--- config.mk ---
export PLATFORM = sky130hd
export DESIGN_NAME = rst_seq
export DESIGN_NICKNAME = d
export VERILOG_FILES = /design/src/rtl/rst_seq_pkg.sv /design/src/rtl/rst_sync.sv /design/src/rtl/rst_seq.sv
export SDC_FILE = /design/constraint.sdc
export NUM_CORES = 1
export LEC_CHECK = 0
export BUFFER_PORTS_ARGS = -buffer_cell sky130_fd_sc_hd__buf_2
export CELL_PAD_IN_SITES_DETAIL_PLACEMENT = 1
export CELL_PAD_IN_SITES_GLOBAL_PLACEMENT = 1
export CORE_ASPECT_RATIO = 0.7
export CORE_UTILIZATION = 40
export CTS_BUF_LIST = sky130_fd_sc_hd__clkbuf_4 sky130_fd_sc_hd__clkbuf_8
export DETAILED_ROUTE_END_ITERATION = 8
export PLACE_DENSITY = 0.66
export SYNTH_ARGS = -nofsm -noshare
export SYNTH_HDL_FRONTEND = slang
export SYNTH_SLANG_ARGS = --single-unit
export TNS_END_PERCENT = 50
--- constraint.sdc ---
create_clock -name CLK -period 1.8 [get_ports CLK]
set_input_delay 0.36 -clock CLK [delete_from_list [all_inputs] [get_ports CLK]]
set_output_delay 0.36 -clock CLK [all_outputs]
set_load 0.005 [all_outputs]
--- src/rtl/rst_seq_pkg.sv ---
// Shared types and constants for the reset sequencer.
// Latency: n/a (declarations only).
// Backpressure: n/a.
package rst_seq_pkg;

    typedef enum logic [1:0] {
        ASSERT,
        RELEASE,
        RUN
    } state_t;

    // Bit positions inside RST_CAUSE.
    localparam int CAUSE_POR = 0;
    localparam int CAUSE_PLL = 1;
    localparam int CAUSE_BTN = 2;
    localparam int CAUSE_SW  = 3;

    // Value RST_CAUSE takes while PORESETn is low.
    localparam logic [3:0] CAUSE_RESET = 4'(1 << CAUSE_POR);

    // A counter that must hold the value v itself needs one bit of headroom.
    function automatic int cnt_width(input int unsigned v);
        return $clog2(v) + 1;
    endfunction

endpackage

--- src/rtl/rst_sync.sv ---
// Multi-flop synchroniser for one asynchronous level input, cleared to 0 by reset.
// Latency: STAGES cycles from d to q.
// Backpressure: none; samples every cycle.
// Ports: hclk - sampling clock; reset_n - async active-low clear;
//        d - async input; q - synchronised output.
module rst_sync #(
    parameter int unsigned STAGES = 2
) (
    input  logic hclk,
    input  logic reset_n,
    input  logic d,
    output logic q
);

    logic [STAGES-1:0] sync_q;

    always_ff @(posedge hclk or negedge reset_n) begin
        if (!reset_n) begin
            sync_q <= '0;
        end else begin
            sync_q <= {sync_q[STAGES-2:0], d};
        end
    end

    assign q = sync_q[STAGES-1];

endmodule

--- src/rtl/rst_seq.sv ---
// Reset sequencer: merges POR, debounced button, PLL lock and a software request, stretches, then releases domains in order.
// Latency: RSTn_OUT[k] rises STRETCH+1+k*STAGE_GAP edges after the last source goes inactive; SW request acts in 1 cycle.
// Backpressure: none; all inputs are level/pulse sampled every cycle, all outputs registered.
// Ports: CLK - clock; PORESETn - async active-low power-on reset; BTN_RESET / PLL_LOCKED - async inputs;
//        SW_RESET_REQ - synchronous request pulse; CAUSE_CLR - clears RST_CAUSE;
//        RSTn_OUT - per-domain active-low resets; SEQ_DONE - all domains released; RST_CAUSE - sticky {SW,BTN,PLL,POR}.
module rst_seq
    import rst_seq_pkg::*;
#(
    parameter int unsigned        NUM_OUT     = 3,
    parameter int unsigned        STRETCH     = 255,
    parameter int unsigned        STAGE_GAP   = 16,
    parameter int unsigned        DEBOUNCE    = 1024,
    parameter int unsigned        SYNC_STAGES = 2,
    parameter logic [NUM_OUT-1:0] SW_KEEP     = '0
) (
    input  logic               CLK,
    input  logic               PORESETn,
    input  logic               BTN_RESET,
    input  logic               PLL_LOCKED,
    input  logic               SW_RESET_REQ,
    input  logic               CAUSE_CLR,
    output logic [NUM_OUT-1:0] RSTn_OUT,
    output logic               SEQ_DONE,
    output logic [3:0]         RST_CAUSE
);

    localparam int STR_W = cnt_width(STRETCH);
    localparam int GAP_W = cnt_width(STAGE_GAP);
    localparam int DEB_W = cnt_width(DEBOUNCE);
    localparam int IDX_W = (NUM_OUT > 1) ? $clog2(NUM_OUT) : 1;

    localparam logic [STR_W-1:0] STR_LOAD = STR_W'(STRETCH);
    localparam logic [GAP_W-1:0] GAP_LOAD = GAP_W'(STAGE_GAP - 1);
    localparam logic [DEB_W-1:0] DEB_MAX  = DEB_W'(DEBOUNCE);
    localparam logic [IDX_W-1:0] IDX_LAST = IDX_W'(NUM_OUT - 1);

    logic btn_sync;
    logic pll_sync;

    rst_sync #(.STAGES(SYNC_STAGES)) u_btn_sync (
        .hclk    (CLK),
        .reset_n (PORESETn),
        .d       (BTN_RESET),
        .q       (btn_sync)
    );

    rst_sync #(.STAGES(SYNC_STAGES)) u_pll_sync (
        .hclk    (CLK),
        .reset_n (PORESETn),
        .d       (PLL_LOCKED),
        .q       (pll_sync)
    );

    state_t             state_q,   state_d;
    logic [STR_W-1:0]   cnt_q,     cnt_d;
    logic [GAP_W-1:0]   gap_q,     gap_d;
    logic [IDX_W-1:0]   idx_q,     idx_d;
    logic [DEB_W-1:0]   deb_q,     deb_d;
    logic [NUM_OUT-1:0] rst_q,     rst_d;
    logic               done_q,    done_d;
    logic               sw_only_q, sw_only_d;
    logic [3:0]         cause_q,   cause_d;

    logic btn_active;
    logic pll_active;
    logic hw_active;
    logic any_active;
    logic cause_evt;

    assign btn_active = (deb_q == DEB_MAX);
    assign pll_active = ~pll_sync;
    assign hw_active  = btn_active | pll_active;
    assign any_active = hw_active | SW_RESET_REQ;

    always_ff @(posedge CLK or negedge PORESETn) begin
        if (!PORESETn) begin
            state_q   <= ASSERT;
            cnt_q     <= STR_LOAD;
            gap_q     <= '0;
            idx_q     <= '0;
            deb_q     <= '0;
            rst_q     <= '0;
            done_q    <= 1'b0;
            sw_only_q <= 1'b0;
            cause_q   <= CAUSE_RESET;
        end else begin
            state_q   <= state_d;
            cnt_q     <= cnt_d;
            gap_q     <= gap_d;
            idx_q     <= idx_d;
            deb_q     <= deb_d;
            rst_q     <= rst_d;
            done_q    <= done_d;
            sw_only_q <= sw_only_d;
            cause_q   <= cause_d;
        end
    end

    always_comb begin
        state_d   = state_q;
        cnt_d     = cnt_q;
        gap_d     = gap_q;
        idx_d     = idx_q;
        rst_d     = rst_q;
        done_d    = done_q;
        sw_only_d = sw_only_q;
        cause_evt = 1'b0;

        // Debounce: count while the synchronised button is high, saturate at DEBOUNCE.
        if (!btn_sync) begin
            deb_d = '0;
        end else if (deb_q != DEB_MAX) begin
            deb_d = deb_q + DEB_W'(1);
        end else begin
            deb_d = deb_q;
        end

        case (state_q)
            ASSERT: begin
                if (any_active) begin
                    cnt_d = STR_LOAD;
                    // A reload that leaves the counter at its load value (synchroniser fill after
                    // power-on, a source simply staying active) is not a fresh event; a hardware
                    // source overriding a software-only hold always is.
                    cause_evt = (cnt_q != STR_LOAD) || (hw_active && sw_only_q);
                    if (hw_active) begin
                        rst_d     = '0;
                        sw_only_d = 1'b0;
                    end
                end else if (cnt_q == '0) begin
                    rst_d[0]  = 1'b1;
                    sw_only_d = 1'b0;
                    gap_d     = GAP_LOAD;
                    idx_d     = IDX_W'(1);
                    if (NUM_OUT == 1) begin
                        state_d = RUN;
                        done_d  = 1'b1;
                    end else begin
                        state_d = RELEASE;
                    end
                end else begin
                    cnt_d = cnt_q - STR_W'(1);
                end
            end

            default: begin
                if (any_active) begin
                    cause_evt = 1'b1;
                    state_d   = ASSERT;
                    cnt_d     = STR_LOAD;
                    done_d    = 1'b0;
                    if (hw_active) begin
                        rst_d     = '0;
                        sw_only_d = 1'b0;
                    end else begin
                        // Kept domains hold their level; re-asserting them high in their
                        // release slot later is then a no-op, so slot timing is unchanged.
                        rst_d     = rst_q & SW_KEEP;
                        sw_only_d = 1'b1;
                    end
                end else if (state_q == RELEASE) begin
                    if (gap_q == '0) begin
                        rst_d[idx_q] = 1'b1;
                        gap_d        = GAP_LOAD;
                        idx_d        = idx_q + IDX_W'(1);
                        if (idx_q == IDX_LAST) begin
                            state_d = RUN;
                            done_d  = 1'b1;
                        end
                    end else begin
                        gap_d = gap_q - GAP_W'(1);
                    end
                end
            end
        endcase

        // Clear first so a same-cycle set wins.
        cause_d = CAUSE_CLR ? 4'b0000 : cause_q;
        if (cause_evt) begin
            if (pll_active)   cause_d[CAUSE_PLL] = 1'b1;
            if (btn_active)   cause_d[CAUSE_BTN] = 1'b1;
            if (SW_RESET_REQ) cause_d[CAUSE_SW]  = 1'b1;
        end
    end

    assign RSTn_OUT  = rst_q;
    assign SEQ_DONE  = done_q;
    assign RST_CAUSE = cause_q;

endmodule

Word-level counts from Yosys, hierarchy flattened

Cells that the tools add are included.

Register bits after elaboration: 42
Latch bits: 0
RAM bits: 0
ROM bits: 0
Output and inout port bits: 8
Memories: 0

Add/subtract/negate cells: 4
Multipliers: 0
Div/mod/pow operators: 0
$lt $le $gt $ge: 2
Equality and inequality tests: 13
Shifts and indexed selects: 0
Multiplexer cells: 51
Bitwise logic cells: 6
Reduce and logical (&&, ||, !) cells: 24

Operators by type and width:

| cell                                                        | number |
|---|---|
| 2-to-1 mux 9 bit                                            | 4 |
| 2-to-1 mux 5 bit                                            | 6 |
| 2-to-1 mux 2 bit                                            | 12 |
| 2-to-1 mux 11 bit                                           | 2 |
| 2-to-1 mux 1 bit                                            | 19 |
| 2-to-1 mux 3 bit                                            | 6 |
| AND reduction 4 bit                                         | 4 |
| nonzero test 2 bit                                          | 7 |
| inequality test 2 bit (second input constant)               | 6 |
| adder 11 x 1 -> 11 bit (second input constant)              | 1 |
| equality test 11 bit (second input constant)                | 1 |
| inequality test 11 bit (second input constant)              | 1 |
| zero test 9 bit                                             | 1 |
| inequality test 9 x 8 -> 1 bit (second input constant)      | 1 |
| nonzero test 3 bit                                          | 3 |
| subtractor 9 x 1 -> 9 bit (second input constant)           | 1 |
| inequality test 3 bit (second input constant)               | 2 |
| AND reduction 3 bit                                         | 2 |
| zero test 5 bit                                             | 1 |
| AND reduction 5 bit                                         | 1 |
| subtractor 5 x 1 -> 5 bit (second input constant)           | 1 |
| 2-to-1 mux 4 bit                                            | 1 |
| less-than comparator 2 x 3 -> 1 bit (second input constant) | 1 |
| inverter 1 bit                                              | 3 |
| 11 further kinds                                            | 13 |

Depth between registers and ports, before layout

Gate-level depths: netlist of the first run.

Depth after elaboration: 9
Mapped depth: 7
Gate-level depth less buffers: 6

By module

Synthesis of the first run repeated with hierarchy kept, for this count alone.

Cells, all modules: 212
Area, all modules: 2230.9 um^2

By module, submodules not included:

| module   | times used | cells an instance | area an instance (um^2) | seq. area each (um^2) |
|---|---|---|---|---|
| rst_seq  | 1          | 208               | 2130.8                  | 962.2 |
| rst_sync | 2          | 2                 | 50.0                    | 50.0 |

Worst setup path after synthesis of the first run

OpenSTA, ideal clock, no wires.

Path type: flip-flop to flip-flop
Start point: register cnt_q[0]
End point: register cnt_q[8]
Arrival time: 1.702 ns
Required time: 1.733 ns
Path slack: 0.031 ns
Stages on the path, launching flop included: 7
Path buffers: 0
Cell sequence: dfstp_2 > inv_1 > ha_1 > inv_1 > o211ai_2 > or4_1 > nand2_1

Word-level cells in the longest chain between the ends: 4
Elaborated cells between the ends (all ways): 7
Those cells by class: 1 x add/sub; 1 x eq/ne; 3 x mux; 2 x reduce/logical

RTL lines:

| element                   | RTL line       | source |
|---|---|---|
| from (decl)               | rst_seq.sv:56  | `logic [STR_W-1:0] cnt_q, cnt_d;` |
| from (signal assigned)    | rst_seq.sv:89  | `cnt_q <= cnt_d;` |
| subtractor 9 x 1 -> 9 bit | rst_seq.sv:143 | `cnt_d = cnt_q - STR_W'(1);` |
| 2-to-1 mux 9 bit          | rst_seq.sv:131 | `end else if (cnt_q == '0) begin` |
| 2-to-1 mux 9 bit          | rst_seq.sv:121 | `if (any_active) begin` |
| 2-to-1 mux 9 bit          | rst_seq.sv:119 | `case (state_q)` |

Several ways; a longest one is shown, not always the timed one. The select of a mux whose other input is x is not followed.
A chain may end at the register's enable or synchronous reset.

Final worst setup path of the first run

Start point: register deb_q[0]
End point: register gap_q[0]

Word-level cells in the longest chain between the ends: 5

RTL lines:

| element                              | RTL line      | source |
|---|---|---|
| from (decl)                          | rst_seq.sv:59 | `logic [DEB_W-1:0] deb_q, deb_d;` |
| from (signal assigned)               | rst_seq.sv:82 | `deb_q <= '0;` |
| from (signal assigned)               | rst_seq.sv:92 | `deb_q <= deb_d;` |
| equality test 11 bit                 | rst_seq.sv:71 | `assign btn_active = (deb_q == DEB_MAX);` |
| bitwise OR 1 bit                     | rst_seq.sv:73 | `assign hw_active = btn_active \| pll_active;` |
| bitwise OR 1 bit                     | rst_seq.sv:74 | `assign any_active = hw_active \| SW_RESET_REQ;` |
| inverter 1 bit (no source line)      | n/a           |  |
| AND reduction 3 bit (no source line) | n/a           |  |
| to (signal assigned)                 | rst_seq.sv:90 | `gap_q <= gap_d;` |
| to (decl)                            | rst_seq.sv:57 | `logic [GAP_W-1:0] gap_q, gap_d;` |

Every way passes these cells.

==> run metrics, run 1 <==
run status=completed; crit path DAT=1.95 ns; Area Overhead vs Synth=21.0%; Placement Setup Slack=-0.0401 ns; family with the most delay on the worst path=simple AND/OR/NAND/NOR gates; internal power=1.40 mW; drc violations=0; Fillers=623; max incr delay on CP=0.36 ns; Num CTS Buffers=5; CTS tree=done; HP Class=in -> async; vias in the first global route=2023; part of the power in combinational logic=7.0%; Sequential Area=1060 um^2; startpoint type of the worst setup path=flip-flop; Die W=92.6 um; Crit-path slowest cell=dfrtp_1; initial DRC count=56; Net Sw Power=0.415 mW; wire per inst=18.2 um; Post-synth EDFFs=0; Yosys top cell by area=dfrtp_1; total gr overflow=0; actual slew at the worst max-slew pin=0.502 ns; Fmax=0.565 GHz; Synth Register Bits=42; Sum Neg Setup Slack=0 ns; Post-Syn Nets=233; top routing layer in use=met4; WS Path Type=reg -> reg; Vias=1815; VDD IR max=0.448 mV; Yosys warnings=0; minimum clock period=1.77 ns; I/O Buffers=13; Detailed Route WL=5.98 mm; fraction of synthesis flops using an asynchronous set or reset pin=100%; maxcap violations=0; clk buf depth=2; met3 wire len=134 um; die area=6060 um^2; synth top area cells=dfrtp_1, dfstp_2, ha_1; Clock power frac=39.2%; final cycle utilization of the critical path=98.3%; CORE AREA=5400 um^2; Layout Skew=0.00547 ns; Final Max Tran Viols=0; final weighted congestion of routability-driven global placement=0.861; drt pass-1 iters=4; Ports=14; Worst Path Max Fanout=5; first-pass GRT wire length=10.3 mm; Synth Instances=217; Main synth FF type=dfrtp_1; H-tree depth=2; multi-input logic area=1210 um^2; static leakage=1.20 nW; hpwl dp=4.47 mm; antenna violations before repair=0; largest net degree at the start of global routing=23; PD cells=653 nW/um^2; clock sinks=42; Via density=5.53; Distinct cells, synth=61; Global Route Usage Sum=22.1%; top cell type's share of synthesized area=35.9%; layout cells sized above 1=29.3%; setup ws final=0.0309 ns; insertion delay to the later sink of the worst-skew pair=0.29 ns; Mapped Area=2300 um^2; num rows=22; final hold violation count=0; Sequential Power Share=53.7%; final net count=271; met2 wire length=2.82 mm; critical path, cell by cell=inv_1 > ha_1 > nor2b_2 > a31o_2 > nor3_4 > mux2_1; Die H=65.4 um; Net Sw Frac=22.8%; wl on met1=2.97 mm; CTS Hold Bufs=0; Starting Density=42.6%; syn avg cell area=10.6 um^2; Max-slew headroom=66.5%; WP data required=1.98 ns; WP buf/inv=1; Clock transition at path regs=0.08 ns; RSZ-0062 raised after global routing=true; Post-DRT Antenna Nets=0; Clock Tree Root=clkbuf_8; sequential fraction of the synthesis area=46.2%; Diodes inserted=0; Final setup violation count=0; crit path capture type=flip-flop
[cell usage after synthesis (3+ instances only)]
master,n
a31oi_1,4
dfstp_2,9
ha_1,10
nor2_1,7
o21ai_0,7
dfrtp_1,33
nand4_1,4
or3_1,5
a21oi_1,7
xnor2_1,8
and2_1,9
nor3_1,5
nor2b_1,6
nand2_1,15
o22ai_1,3
inv_1,17
nor4_1,4
nand3_1,7
nand2b_1,3
[flip-flops by register name (all words and copies together), names as in the netlist, 2 cells and up]
| register | cells |
|---|---|
| u_pll_sync.sync_q | 2 |
| cnt_q | 9 |
| RSTn_OUT | 3 |
| RST_CAUSE | 4 |
| state_q | 2 |
| gap_q | 5 |
| u_btn_sync.sync_q | 2 |
| idx_q | 2 |
| deb_q | 11 |
[layout make-up]
| cell class | instances | area share [%] |
|---|---|---|
| inverter | 17 | 2.30 |
| timing repair buffer | 35 | 8.73 |
| clock buffer | 8 | 3.96 |
| sequential | 42 | 38.2 |
| multi-input combinational | 154 | 43.6 |
| tap | 72 | 3.24 |
[routing by layer]
| layer | GRT usage [%] | vias to the layer above |
|---|---|---|
| li1 | - | 859 |
| met1 | 30.2 | 923 |
| met3 | 4.17 | 6 |
| met5 | 0 | - |
| met2 | 36.2 | 27 |
| met4 | 5.86 | 0 |
[final timing paths]
check                                      from                    to  slack (ns)  depth (start not counted)
max                                    deb_q[0]              gap_q[0]        0.03                          6
min                                    PORESETn  u_btn_sync.sync_q[1]        0.03                          1
max reg2reg                            deb_q[0]              gap_q[0]        0.03                          6
min reg2reg                u_btn_sync.sync_q[0]  u_btn_sync.sync_q[1]        0.35                          0
max in group asynchronous              PORESETn              cnt_q[1]        1.21                          2
min in group CLK                      BTN_RESET  u_btn_sync.sync_q[0]        0.17                          1
[cell families after synthesis]
kind of cell,Yosys count,synth area share [%]
flip-flops,42,46.2
multiplexers,3,1.42
AO/OA/AOI/OAI,44,15.7
buffers and inverters,21,3.81
adder cells (fa/ha/maj),10,5.44
AND/OR/NAND/NOR,87,23.6
XOR/XNOR,10,3.81
[placed cells by master, fill, tap and decap left out, types with 5 or more instances in the layout]
cell      count
nand2_1      15
nand3_1       7
nor3_1        5
xnor2_1       8
or3_1         5
o21ai_0       6
buf_4        21
inv_1        16
ha_1          8
dfrtp_1      33
dfstp_2       9
nor2b_1       5
a21oi_1       6
buf_2        13
clkbuf_8      8
nor2_1        7
and2_1        9
[worst reg2reg max path, delay by kind of cell, from the launching register on]
kind	cells	cell delay [ns]
AOI/OAI and AO/OA	1	0.26
adders and majority gates	1	0.20
buffers and inverters	1	0.08
DFF	1	0.36
muxes	1	0.35
and+or+nand+nor	2	0.40
[per-stage QoR]
stage	std cells	total power [mW]	hold WS (ns)	util (%)	area, um^2
4_1_cts	326	1.83	0.0316	50.5	2730
3_3_place_gp	316	1.11	0.333	47.8	2580
2_1_floorplan	217	1.04	0.0644	-	2300
5_1_grt	328	1.89	0.0425	51.5	2780
3_5_place_dp	316	1.12	0.336	47.8	2580
6_report	328	1.82	0.0303	51.5	2780
[what timing repair did]
| item | 4_1_cts | 5_1_grt |
|---|---|---|
| endpoints found under the setup margin | 9 | 10 |
| pin swaps | 0 | 2 |
| gates resized for setup | 4 | 9 |
| setup buffers | 2 | 2 |
[power by group through the flow]
stage / combinational [mW] / sequential [mW] / clock (mW)
floorplan: 0.0529 / 0.991 / 0
global placement: 0.116 / 0.992 / 0
detailed placement: 0.123 / 0.994 / 0
CTS: 0.126 / 0.976 / 0.726
global route: 0.142 / 0.978 / 0.772
finish: 0.128 / 0.975 / 0.712
No activity file was read; power rests on OpenSTA's default activity.
==> run 2, diff against run 1 <==
SETUP_SLACK_MARGIN = 0.2   (was default)
==> run 2 against run 1 <==
Register-to-register slack gained 0.06 ns; via count grew 7.1%; non-clock buffer count grew 22; clock skew grew 0.0055 ns; sequential power grew 0.5%.
==> run metrics, run 2 (synthesized netlist as in run 1, its figures left out) <==
run status=completed; num rows=22; crit path DAT=1.89 ns; startpoint type of the worst setup path=flip-flop; Max-slew headroom=75.6%; Worst Path Max Fanout=5; final weighted congestion of routability-driven global placement=0.881; Clock Tree Root=clkbuf_8; minimum clock period=1.71 ns; final hold violation count=0; Num CTS Buffers=5; largest register by flop count=deb_q; Global Route Usage Sum=22.3%; final cycle utilization of the critical path=94.9%; drc violations=0; drt pass-1 iters=4; I/O Buffers=13; Vias=1944; Diodes inserted=0; Area Overhead vs Synth=32.9%; most common cell after layout, fill and taps aside=buf_4; CORE AREA=5400 um^2; Layout Skew=0.0110 ns; WS Path Type=reg -> reg; CTS Hold Bufs=0; clk buf depth=2; Fmax=0.586 GHz; register-to-register setup slack=0.09 ns; actual slew at the worst max-slew pin=0.363 ns; hpwl dp=4.11 mm; Clock transition at path regs=0.09 ns; final net count=293; Final setup violation count=0; crit path capture type=flip-flop; static leakage=1.32 nW; RSZ-0062 raised after global routing=true; WP data required=1.98 ns; max FFs per register=11; largest net degree at the start of global routing=43; H-tree depth=2; wire per inst=18.9 um; antenna violations before repair=0; Via density=5.55; layout cells sized above 1=43.5%; first-pass GRT wire length=10.4 mm; PD cells=579 nW/um^2; HP Class=in -> async; total gr overflow=0; VDD IR max=0.314 mV; insertion delay to the later sink of the worst-skew pair=0.29 ns; Post-DRT Antenna Nets=0; initial DRC count=84; Placement Setup Slack=0.0163 ns; Die H=65.4 um; Die W=92.6 um; CTS tree=done; setup ws final=0.0925 ns; Starting Density=42.6%; Detailed Route WL=6.63 mm; Final Util=56.6%; vias in the first global route=2028; Ports=14; clock sinks=42; die area=6060 um^2; Final Max Tran Viols=0; maxcap violations=0; most frequent cells in the layout=buf_4, dfrtp_1, nand2_1, buf_2, inv_1; biggest registers after layout=deb_q: 11 flops, cnt_q: 9 flops, gap_q: 5 flops
==> run 2: per-layer routing <==
metal / GRT usage [%] / up-vias / routed length, um
met5: 0 / - / 0
met4: 4.30 / 0 / 53
met3: 4.51 / 6 / 184
met2: 37.6 / 33 / 3240
met1: 29.9 / 1003 / 3160
li1: - / 902 / -
==> run 2: path summary, 6_finish.rpt <==
kind	startpoint	to	cells after the start
setup / recovery	deb_q[0]	gap_q[0]	6
hold / removal	PORESETn	deb_q[6]	2
setup reg to reg	deb_q[0]	gap_q[0]	6
hold reg to reg	u_btn_sync.sync_q[0]	u_btn_sync.sync_q[1]	0
max in group asynchronous	PORESETn	cnt_q[1]	2
min in group CLK	PLL_LOCKED	u_pll_sync.sync_q[0]	1
==> run 2: area by class of cell <==
type,instances,area [um^2]
Clock buffer,6,76.3
Clock inverter,2,13.8
Fill cell,606,2340
Inverter,17,66.3
Multi-Input combinational cell,154,1320
Sequential cell,42,1070
Tap cell,72,90.1
Timing Repair Buffer,57,423
==> run 2: repair_timing <==
action	in CTS	in global routing
setup endpoints to repair	26	28
pin swaps	11	4
resized for setup	14	21
gates cloned	0	0
buffers inserted	22	11
==> run 2: metrics by stage <==
step	total power, mW	hold WS, ns	instances	cell area, um^2	setup TNS, ns
2_1_floorplan	1.05	0.0644	217	2360	0
3_3_place_gp	1.10	0.341	309	2590	0
3_5_place_dp	1.11	0.344	309	2590	0
4_1_cts	1.76	0.0379	339	2890	0
5_1_grt	1.84	0.0436	350	3050	-0.00302
6_report	1.77	0.0226	350	3050	0
==> run 2: power breakdown <==
part | switching (mW) | leakage [nW] | internal [mW]
Combinational | 0.0846 | 0.748 | 0.0674
Clock | 0.347 | 0.0486 | 0.290
Sequential | 0.0185 | 0.520 | 0.962
==> run 2: critical path: stages (launching register included) <==
cell,delay (ns)
dfrtp_1,0.42
inv_2,0.07
ha_4,0.15
nor2b_4,0.14
a31o_4,0.26
nor3_4,0.22
mux2_4,0.33
